[config.mk]
export PLATFORM = sky130hd
export DESIGN_NAME = mux_arb_n_flat
export DESIGN_NICKNAME = d
export VERILOG_FILES = /design/src/rtl/mux_arb_n_if.sv /design/src/rtl/mux_arb_n.sv /design/src/flat_wrapper.sv
export SDC_FILE = /design/constraint.sdc
export NUM_CORES = 1
export LEC_CHECK = 0
export BUFFER_PORTS_ARGS = -buffer_cell sky130_fd_sc_hd__buf_2
export CORE_ASPECT_RATIO = 1.5
export CORE_MARGIN = 5
export CORE_UTILIZATION = 36
export CTS_BUF_LIST = sky130_fd_sc_hd__clkbuf_16
export DETAILED_ROUTE_END_ITERATION = 8
export MAX_ROUTING_LAYER = met4
export PLACE_DENSITY = 0.77
export RECOVER_POWER = 100
export SLEW_MARGIN = 20
export SYNTH_ARGS = -nofsm -noshare
export SYNTH_HDL_FRONTEND = slang
export SYNTH_SLANG_ARGS = --single-unit
[constraint.sdc]
create_clock -name clk -period 1.75 [get_ports clk]
set_input_delay 0.525 -clock clk [delete_from_list [all_inputs] [get_ports clk]]
set_output_delay 0.525 -clock clk [all_outputs]
set_load 0.005 [all_outputs]
[src/rtl/mux_arb_n_if.sv]
// mux_arb_n_if
//   Handshake bundle for the buffered N:1 selector.
//   Ports (signals):
//     in_data   N*WIDTH  channel k at [k*WIDTH +: WIDTH]
//     in_valid  N        channel k offers a word
//     in_ready  N        channel k's word is taken this cycle (one-hot or zero)
//     sel       SELW     channel select (fixed mode only)
//     out_data  WIDTH    registered selected word
//     out_valid 1        out_data holds an unconsumed word
//     out_ready 1        consumer takes out_data this cycle
//     grant     SELW     channel that supplied the current out_data
//   Modports: master = sources/consumer side, slave = the selector.
interface mux_arb_n_if #(
    parameter int WIDTH = 32,
    parameter int N     = 4
);
    localparam int SELW = $clog2(N);

    logic [N*WIDTH-1:0] in_data;
    logic [N-1:0]       in_valid;
    logic [N-1:0]       in_ready;
    logic [SELW-1:0]    sel;
    logic [WIDTH-1:0]   out_data;
    logic               out_valid;
    logic               out_ready;
    logic [SELW-1:0]    grant;

    modport master (
        output in_data, in_valid, sel, out_ready,
        input  in_ready, out_data, out_valid, grant
    );

    modport slave (
        input  in_data, in_valid, sel, out_ready,
        output in_ready, out_data, out_valid, grant
    );
endinterface

[src/rtl/mux_arb_n.sv]
// mux_arb_n
//   One-stage buffered N:1 selector with valid/ready on every channel.
//   MODE=0 selects the channel given by sel (sel >= N selects nothing);
//   MODE=1 arbitrates round-robin starting from the channel after the
//   last grant.
//   Ports:
//     clk  rising-edge clock
//     rst  asynchronous active-high reset
//     bus  mux_arb_n_if slave modport (all handshake and data signals)
module mux_arb_n #(
    parameter int WIDTH = 32,
    parameter int N     = 4,
    parameter int MODE  = 0
) (
    input logic         clk,
    input logic         rst,
    mux_arb_n_if.slave  bus
);
    localparam int SELW = $clog2(N);

    logic [WIDTH-1:0] out_data_q;
    logic             out_valid_q;
    logic [SELW-1:0]  grant_q;
    logic [SELW-1:0]  ptr_q;
    logic [SELW-1:0]  ptr_d;

    logic             load_en;
    logic             found;
    logic [SELW-1:0]  cand;
    logic [WIDTH-1:0] cand_data;
    logic             xfer;
    logic [N-1:0]     in_ready_c;
    int               idx;

    always_comb begin
        load_en = !out_valid_q || bus.out_ready;
        found   = 1'b0;
        cand    = '0;
        idx     = 0;
        if (MODE == 0) begin
            // A sel value with no matching channel leaves found low.
            for (int k = 0; k < N; k++) begin
                if (int'(bus.sel) == k) begin
                    found = bus.in_valid[k];
                    cand  = SELW'(k);
                end
            end
        end else begin
            // Search ptr, ptr+1, ... wrapping at N; first valid wins.
            for (int i = 0; i < N; i++) begin
                idx = int'(ptr_q) + i;
                if (idx >= N) idx = idx - N;
                if (!found && bus.in_valid[idx]) begin
                    found = 1'b1;
                    cand  = SELW'(idx);
                end
            end
        end

        // Reset forces in_ready low so no source believes its word was taken.
        xfer = found && load_en && !rst;

        in_ready_c = '0;
        cand_data  = '0;
        for (int k = 0; k < N; k++) begin
            in_ready_c[k] = xfer && (cand == SELW'(k));
            if (cand == SELW'(k)) cand_data = bus.in_data[k*WIDTH +: WIDTH];
        end

        ptr_d = (int'(cand) == N - 1) ? '0 : cand + SELW'(1);
    end

    always_ff @(posedge clk or posedge rst) begin
        if (rst) begin
            out_data_q  <= '0;
            out_valid_q <= 1'b0;
            grant_q     <= '0;
            ptr_q       <= '0;
        end else if (xfer) begin
            out_data_q  <= cand_data;
            grant_q     <= cand;
            out_valid_q <= 1'b1;
            if (MODE == 1) ptr_q <= ptr_d;
        end else if (out_valid_q && bus.out_ready) begin
            out_valid_q <= 1'b0;
        end
    end

    assign bus.in_ready  = in_ready_c;
    assign bus.out_data  = out_data_q;
    assign bus.out_valid = out_valid_q;
    assign bus.grant     = grant_q;
endmodule

[src/flat_wrapper.sv]
// flat-port wrapper written by rule: the top's interface ports become plain ports
module mux_arb_n_flat 
#(
    parameter int WIDTH = 32,
    parameter int N     = 4,
    parameter int MODE  = 0
)
  (clk, rst, bus_in_data, bus_in_valid, bus_sel, bus_out_ready, bus_in_ready, bus_out_data, bus_out_valid, bus_grant);
  mux_arb_n_if #(.WIDTH(WIDTH), .N(N)) bus_i ();
  input logic clk;
  input logic rst;
  input wire logic [$bits(bus_i.in_data)-1:0] bus_in_data;
  input wire logic [$bits(bus_i.in_valid)-1:0] bus_in_valid;
  input wire logic [$bits(bus_i.sel)-1:0] bus_sel;
  input wire logic [$bits(bus_i.out_ready)-1:0] bus_out_ready;
  output wire logic [$bits(bus_i.in_ready)-1:0] bus_in_ready;
  output wire logic [$bits(bus_i.out_data)-1:0] bus_out_data;
  output wire logic [$bits(bus_i.out_valid)-1:0] bus_out_valid;
  output wire logic [$bits(bus_i.grant)-1:0] bus_grant;
  assign bus_i.in_data = bus_in_data;
  assign bus_i.in_valid = bus_in_valid;
  assign bus_i.sel = bus_sel;
  assign bus_i.out_ready = bus_out_ready;
  assign bus_in_ready = bus_i.in_ready;
  assign bus_out_data = bus_i.out_data;
  assign bus_out_valid = bus_i.out_valid;
  assign bus_grant = bus_i.grant;
  mux_arb_n #(.WIDTH(WIDTH), .N(N), .MODE(MODE)) u_core (.clk(clk), .rst(rst), .bus(bus_i));
endmodule
After elaboration in Yosys (flattened, before gate mapping) --
Index checks and enable logic that the tools add are counted.
Cells by class: equal/unequal tests 6, mux-type cells 13, reductions and logical operators 13
Operators by type and width (count):
- 32-bit 2-to-1 mux | 4
- 2-bit == test (second input constant) | 4
- 1-bit logical AND | 7
- 1-bit 2-to-1 mux | 7
- 2-bit by 1-bit == test with 1-bit output (second input constant) | 2
- 2-bit logical NOT | 2
- 2-bit 2-to-1 mux | 2
- 1-bit logical NOT | 2
- 2-bit nonzero test | 1
- 1-bit logical OR | 1
Storage, ports and cells: bits in registers 35, input port bits 137, output and inout bits 39, word-level logic and storage cells 35

Depth between registers and ports, before layout --
depth in word-level cells 9, depth in mapped cells 7

Worst setup path before layout --
OpenSTA, ideal clock, no wires.
path kind input port to flip-flop, start point input port bus_sel[1], end point register u_core.out_data_q[0], in the netlist u_core.bus.out_data[0], setup time 125 ps, data arrival time 1891 ps, data required time 1625 ps, setup slack -266 ps, cell stages on the path 7, cells stage by stage buf_6 > nand2b_4 > a2111o_1 > nor2b_4 > buf_6 > buf_6 > mux2_4
Between the ends: word-level cells in the longest chain between the ends 9
Ends and longest elaborated chain:
- start: declaration | line flat_wrapper.sv:14 | input wire logic [$bits(bus_i.sel)-1:0] bus_sel;
- 2-bit == test | line mux_arb_n.sv:43 | if (int'(bus.sel) == k) begin
- 1-bit 2-to-1 mux | line mux_arb_n.sv:43
- 2-bit 2-to-1 mux (2 in a row) | line mux_arb_n.sv:43
- 2-bit logical NOT | line mux_arb_n.sv:67 | if (cand == SELW'(k)) cand_data = bus.in_data[k*WIDTH +: WIDTH];
- 32-bit 2-to-1 mux (4 in a row) | line mux_arb_n.sv:67
- end signal: assignment | line mux_arb_n.sv:80 | out_data_q <= cand_data;
- end: declaration | line mux_arb_n.sv:21 | logic [WIDTH-1:0] out_data_q;
Parallel ways exist; a longest one is shown, timed or not. A chain may end at the register's enable or synchronous reset.

Worst setup path after layout --
start point register u_core.out_valid_q, in the netlist u_core.bus.out_valid, end point output port bus_in_ready[2]
Between the ends: word-level cells in the longest chain between the ends 5
Ends and longest elaborated chain:
- start: declaration | line mux_arb_n.sv:22 | logic out_valid_q;
- start signal: assignment | line mux_arb_n.sv:76 | out_valid_q <= 1'b0;
- start signal: assignment | line mux_arb_n.sv:82 | out_valid_q <= 1'b1;
- start signal: assignment | line mux_arb_n.sv:85 | out_valid_q <= 1'b0;
- 1-bit logical NOT | line mux_arb_n.sv:36 | load_en = !out_valid_q || bus.out_ready;
- 1-bit logical OR | line mux_arb_n.sv:36
- 1-bit logical AND (2 in a row) | line mux_arb_n.sv:61 | xfer = found && load_en && !rst;
- 1-bit logical AND | line mux_arb_n.sv:66 | in_ready_c[k] = xfer && (cand == SELW'(k));
- end: declaration | line flat_wrapper.sv:16 | output wire logic [$bits(bus_i.in_ready)-1:0] bus_in_ready;
No other way between the ends.

==> results.md <==
* Tightest Hold Check Type: reg -> reg
* Static leakage at 1.80 nW
* Area taken by multi-input logic gates at 1380 sq um
* Commonest cells after routing, fill and taps aside: buf_2 (150), dfrtp_1 (35), mux4_2 (32)
* Fillers at 516
* Fin util at 57.7%
* Failing checks: negative setup slack
* Synth unique cells at 21
* Worst-path cell chain: nor2b_4, buf_6, nor4_4, buf_2
* HPWL Detailed at about 6100 um
* Fin crit share at 101%
* Clock skew at about 0.0064 ns
* Setup crit end kind: output port
* DRT iter0 DRCs at 61
* CP delay by family, top: flip-flops
* DR vias/cell at 4.99
* Final nets at 457
* Max Fclk at 564 MHz
* WS Path Type: reg -> out
* Row cnt at 35
* Slew Limit Fails at 0
* Die height at 108 um
* Max Root-Sink Buffers at 2
* Clock network power share at 26.0%
* Io pins at 176
* Slowest cell on crit path: dfrtp_1
* Layout area overhead at 54.9%
* Initial Util at 37.2%
* Layout cells sized above 1 at approximately three quarters
* DRC violations left at 0
* CTS root buffer: clkbuf_16
* Placed Cells at 382
* Sw Share at 26.5%
* ANT nets after route at 0
* Slew headroom at 42.7%
* Final Setup Violations at 4
* Pint at 2.27 mW
* Worst skew pair latency at approximately 0.27 ns
* Minimum clock period at between 1.5 and 2 ns
* CP max FO at 4
* Vias post-DR at 1987
* GRT overflow at 0
* Largest net degree at the start of global routing at 36
* RSZ-0062 raised after global routing: yes
* Cells after synthesis at 132
* Switch Pwr at 816 uW
* WL final at around 7000 um
* Setup WS post-layout at -0.0235 ns
* PortBufs at 175
* DR WL/cell at approximately 18 um
* Critical Path Start Type: register
* Design Power at around 3.1 mW
* Sequential area share after synthesis at 38.1%
* Slowest cell delay on critical path at roughly 0.37 ns
* Die width at 75.3 um
* Synth Warn # at 0
* Critical Path RT at approximately 1.2 ns
* VDD IR max at 0.431 mV
* Cell Pwr Density at 866 nW/um^2
* Hold Vio Cnt, Final at 0
* Reg clk slew, reported paths at 0.05 ns
* RePlAce Congestion at slightly above 0.8
* H-tree level count at 2
* Worst Path Buf+Inv at 2
* Core Area at ~6200 sq um
* Worst Path Arrival at 1.25 ns
* TritonCTS buffer count at 5
* DP Worst Slack at -0.249 ns
* # clock sinks at 35
* Hold slack final at 0.489 ns
* First-pass GRT wire length at 11100 um
* Max_cap viols at 0
* Mapped Avg Cell Area at between 15 and 20 sq um
* Seq pwr share at 38.7%
* Register area at 876 sq um
* Synthesized area at 2300 sq um
* Status: complete, but fails checks
* Detailed-router iteration count before antenna repair at 4
* Final Non-Filler Cells at 398
* Vias in the first global route at around 2300
* Mapped Nets at 269
* Initial antenna violation count at 3
* TritonCTS clock tree: yes
* Worst Tran Pin Value at between 0.8 and 0.9 ns
* Die Area at 8120 sq um
* Flops & latches, synth at 35
* Overall routing resource usage at between 10% and 20%
* Commonest non-fill, non-tap cell in the layout: buf_2
* Comb pwr share at a little over a third
==> Yosys cell counts <==
master    instances  area (sq um)
buf_2             4          20.0
mux2_1            3          33.8
mux2_4           29           435
nor3_1            2          10.0
nand2_1           3          11.3
nor4_1            2          12.5
nor2b_4           1          13.8
clkbuf_1          4          15.0
dfrtp_1          35           876
nand2b_1          3          18.8
a211oi_2          1          12.5
a211o_1           1          8.76
a31o_1            1          8.76
nor2_1            1          3.75
a21o_1            1          7.51
nand2b_4          1          13.8
a2111o_1          1          11.3
nor2b_1           1          6.26
mux4_2           32           721
buf_6             5          56.3
inv_1             1          3.75
==> repair_timing <==
item                       4_1_cts  5_1_grt
hold buffers                     0        0
cloned                           0        1
pin swaps                        2        1
setup buffers                    3        1
resized for setup               11        1
setup endpoints to repair        4       35
hold endpoints to repair         0        0
==> routing by layer <==
metal  global-route usage, %  routed length [um]  share of wire [%]
met3                    4.58                 640                8.9
met2                    33.1                4100                 57
met4                    5.50                 104                1.4
met5                       -                   0                  0
met1                    20.0                2370                 33
==> logic make-up (layout without fill, tap and decap cells) <==
kind of cell | count (synthesis) | after routing | synth area share, %
compound gates | 5 | 5 | 2.12
simple gates | 14 | 14 | 3.92
mux | 64 | 64 | 51.7
buf+inv | 14 | 203 | 4.13
flops | 35 | 35 | 38.1
other cells | 0 | 3 | 0
==> per-stage QoR <==
step                      setup TNS [ns]  cell area (sq um)
final                            -0.0500               3560
after global routing               -1.69               3560
after CTS                        -0.0709               3550
after detailed placement           -7.49               3340
after global placement             -5.46               3340
after floorplan                    -6.68               2320
==> final timing paths <==
kind                                             startpoint                                  end  slack (ns)  cells after the start
setup reg to reg           u_core.bus.out_valid$_DFFE_PP0P_  u_core.bus.out_data[29]$_DFFE_PP0P_        0.01                      6
min in group asynchronous                               rst     u_core.bus.out_valid$_DFFE_PP0P_        0.69                      4
max in group asynchronous                               rst  u_core.bus.out_data[28]$_DFFE_PP0P_        0.52                      4
setup / recovery           u_core.bus.out_valid$_DFFE_PP0P_                      bus_in_ready[2]       -0.02                      4
hold / removal              u_core.bus.grant[0]$_DFFE_PP0P_      u_core.bus.grant[0]$_DFFE_PP0P_        0.49                      1
hold reg to reg             u_core.bus.grant[0]$_DFFE_PP0P_      u_core.bus.grant[0]$_DFFE_PP0P_        0.49                      1
==> sequential cells by signal (all words and copies together), names as in the netlist <==
name,cells
u_core.bus.grant,2
u_core.bus.out_data,32
u_core.bus.out_valid,1
==> power groups by stage <==
stage	clock, mW	sequential, mW	combinational (mW)
2_1_floorplan	0	1.20	0.585
3_3_place_gp	0	1.19	1.08
3_5_place_dp	0	1.20	1.11
4_1_cts	0.823	1.19	1.13
5_1_grt	0.854	1.22	1.18
6_report	0.802	1.19	1.09
==> area by class of cell <==
type / instances / area share, %
multi-input cells: 83 / 38.7
well taps: 74 / 2.60
inverters: 1 / 0.105
diodes: 3 / 0.211
clock buffers: 5 / 3.51
clock inverters: 3 / 0.316
repair buffers: 194 / 30.0
flip-flops and latches: 35 / 24.6
Power figures use the tool's default switching activity.
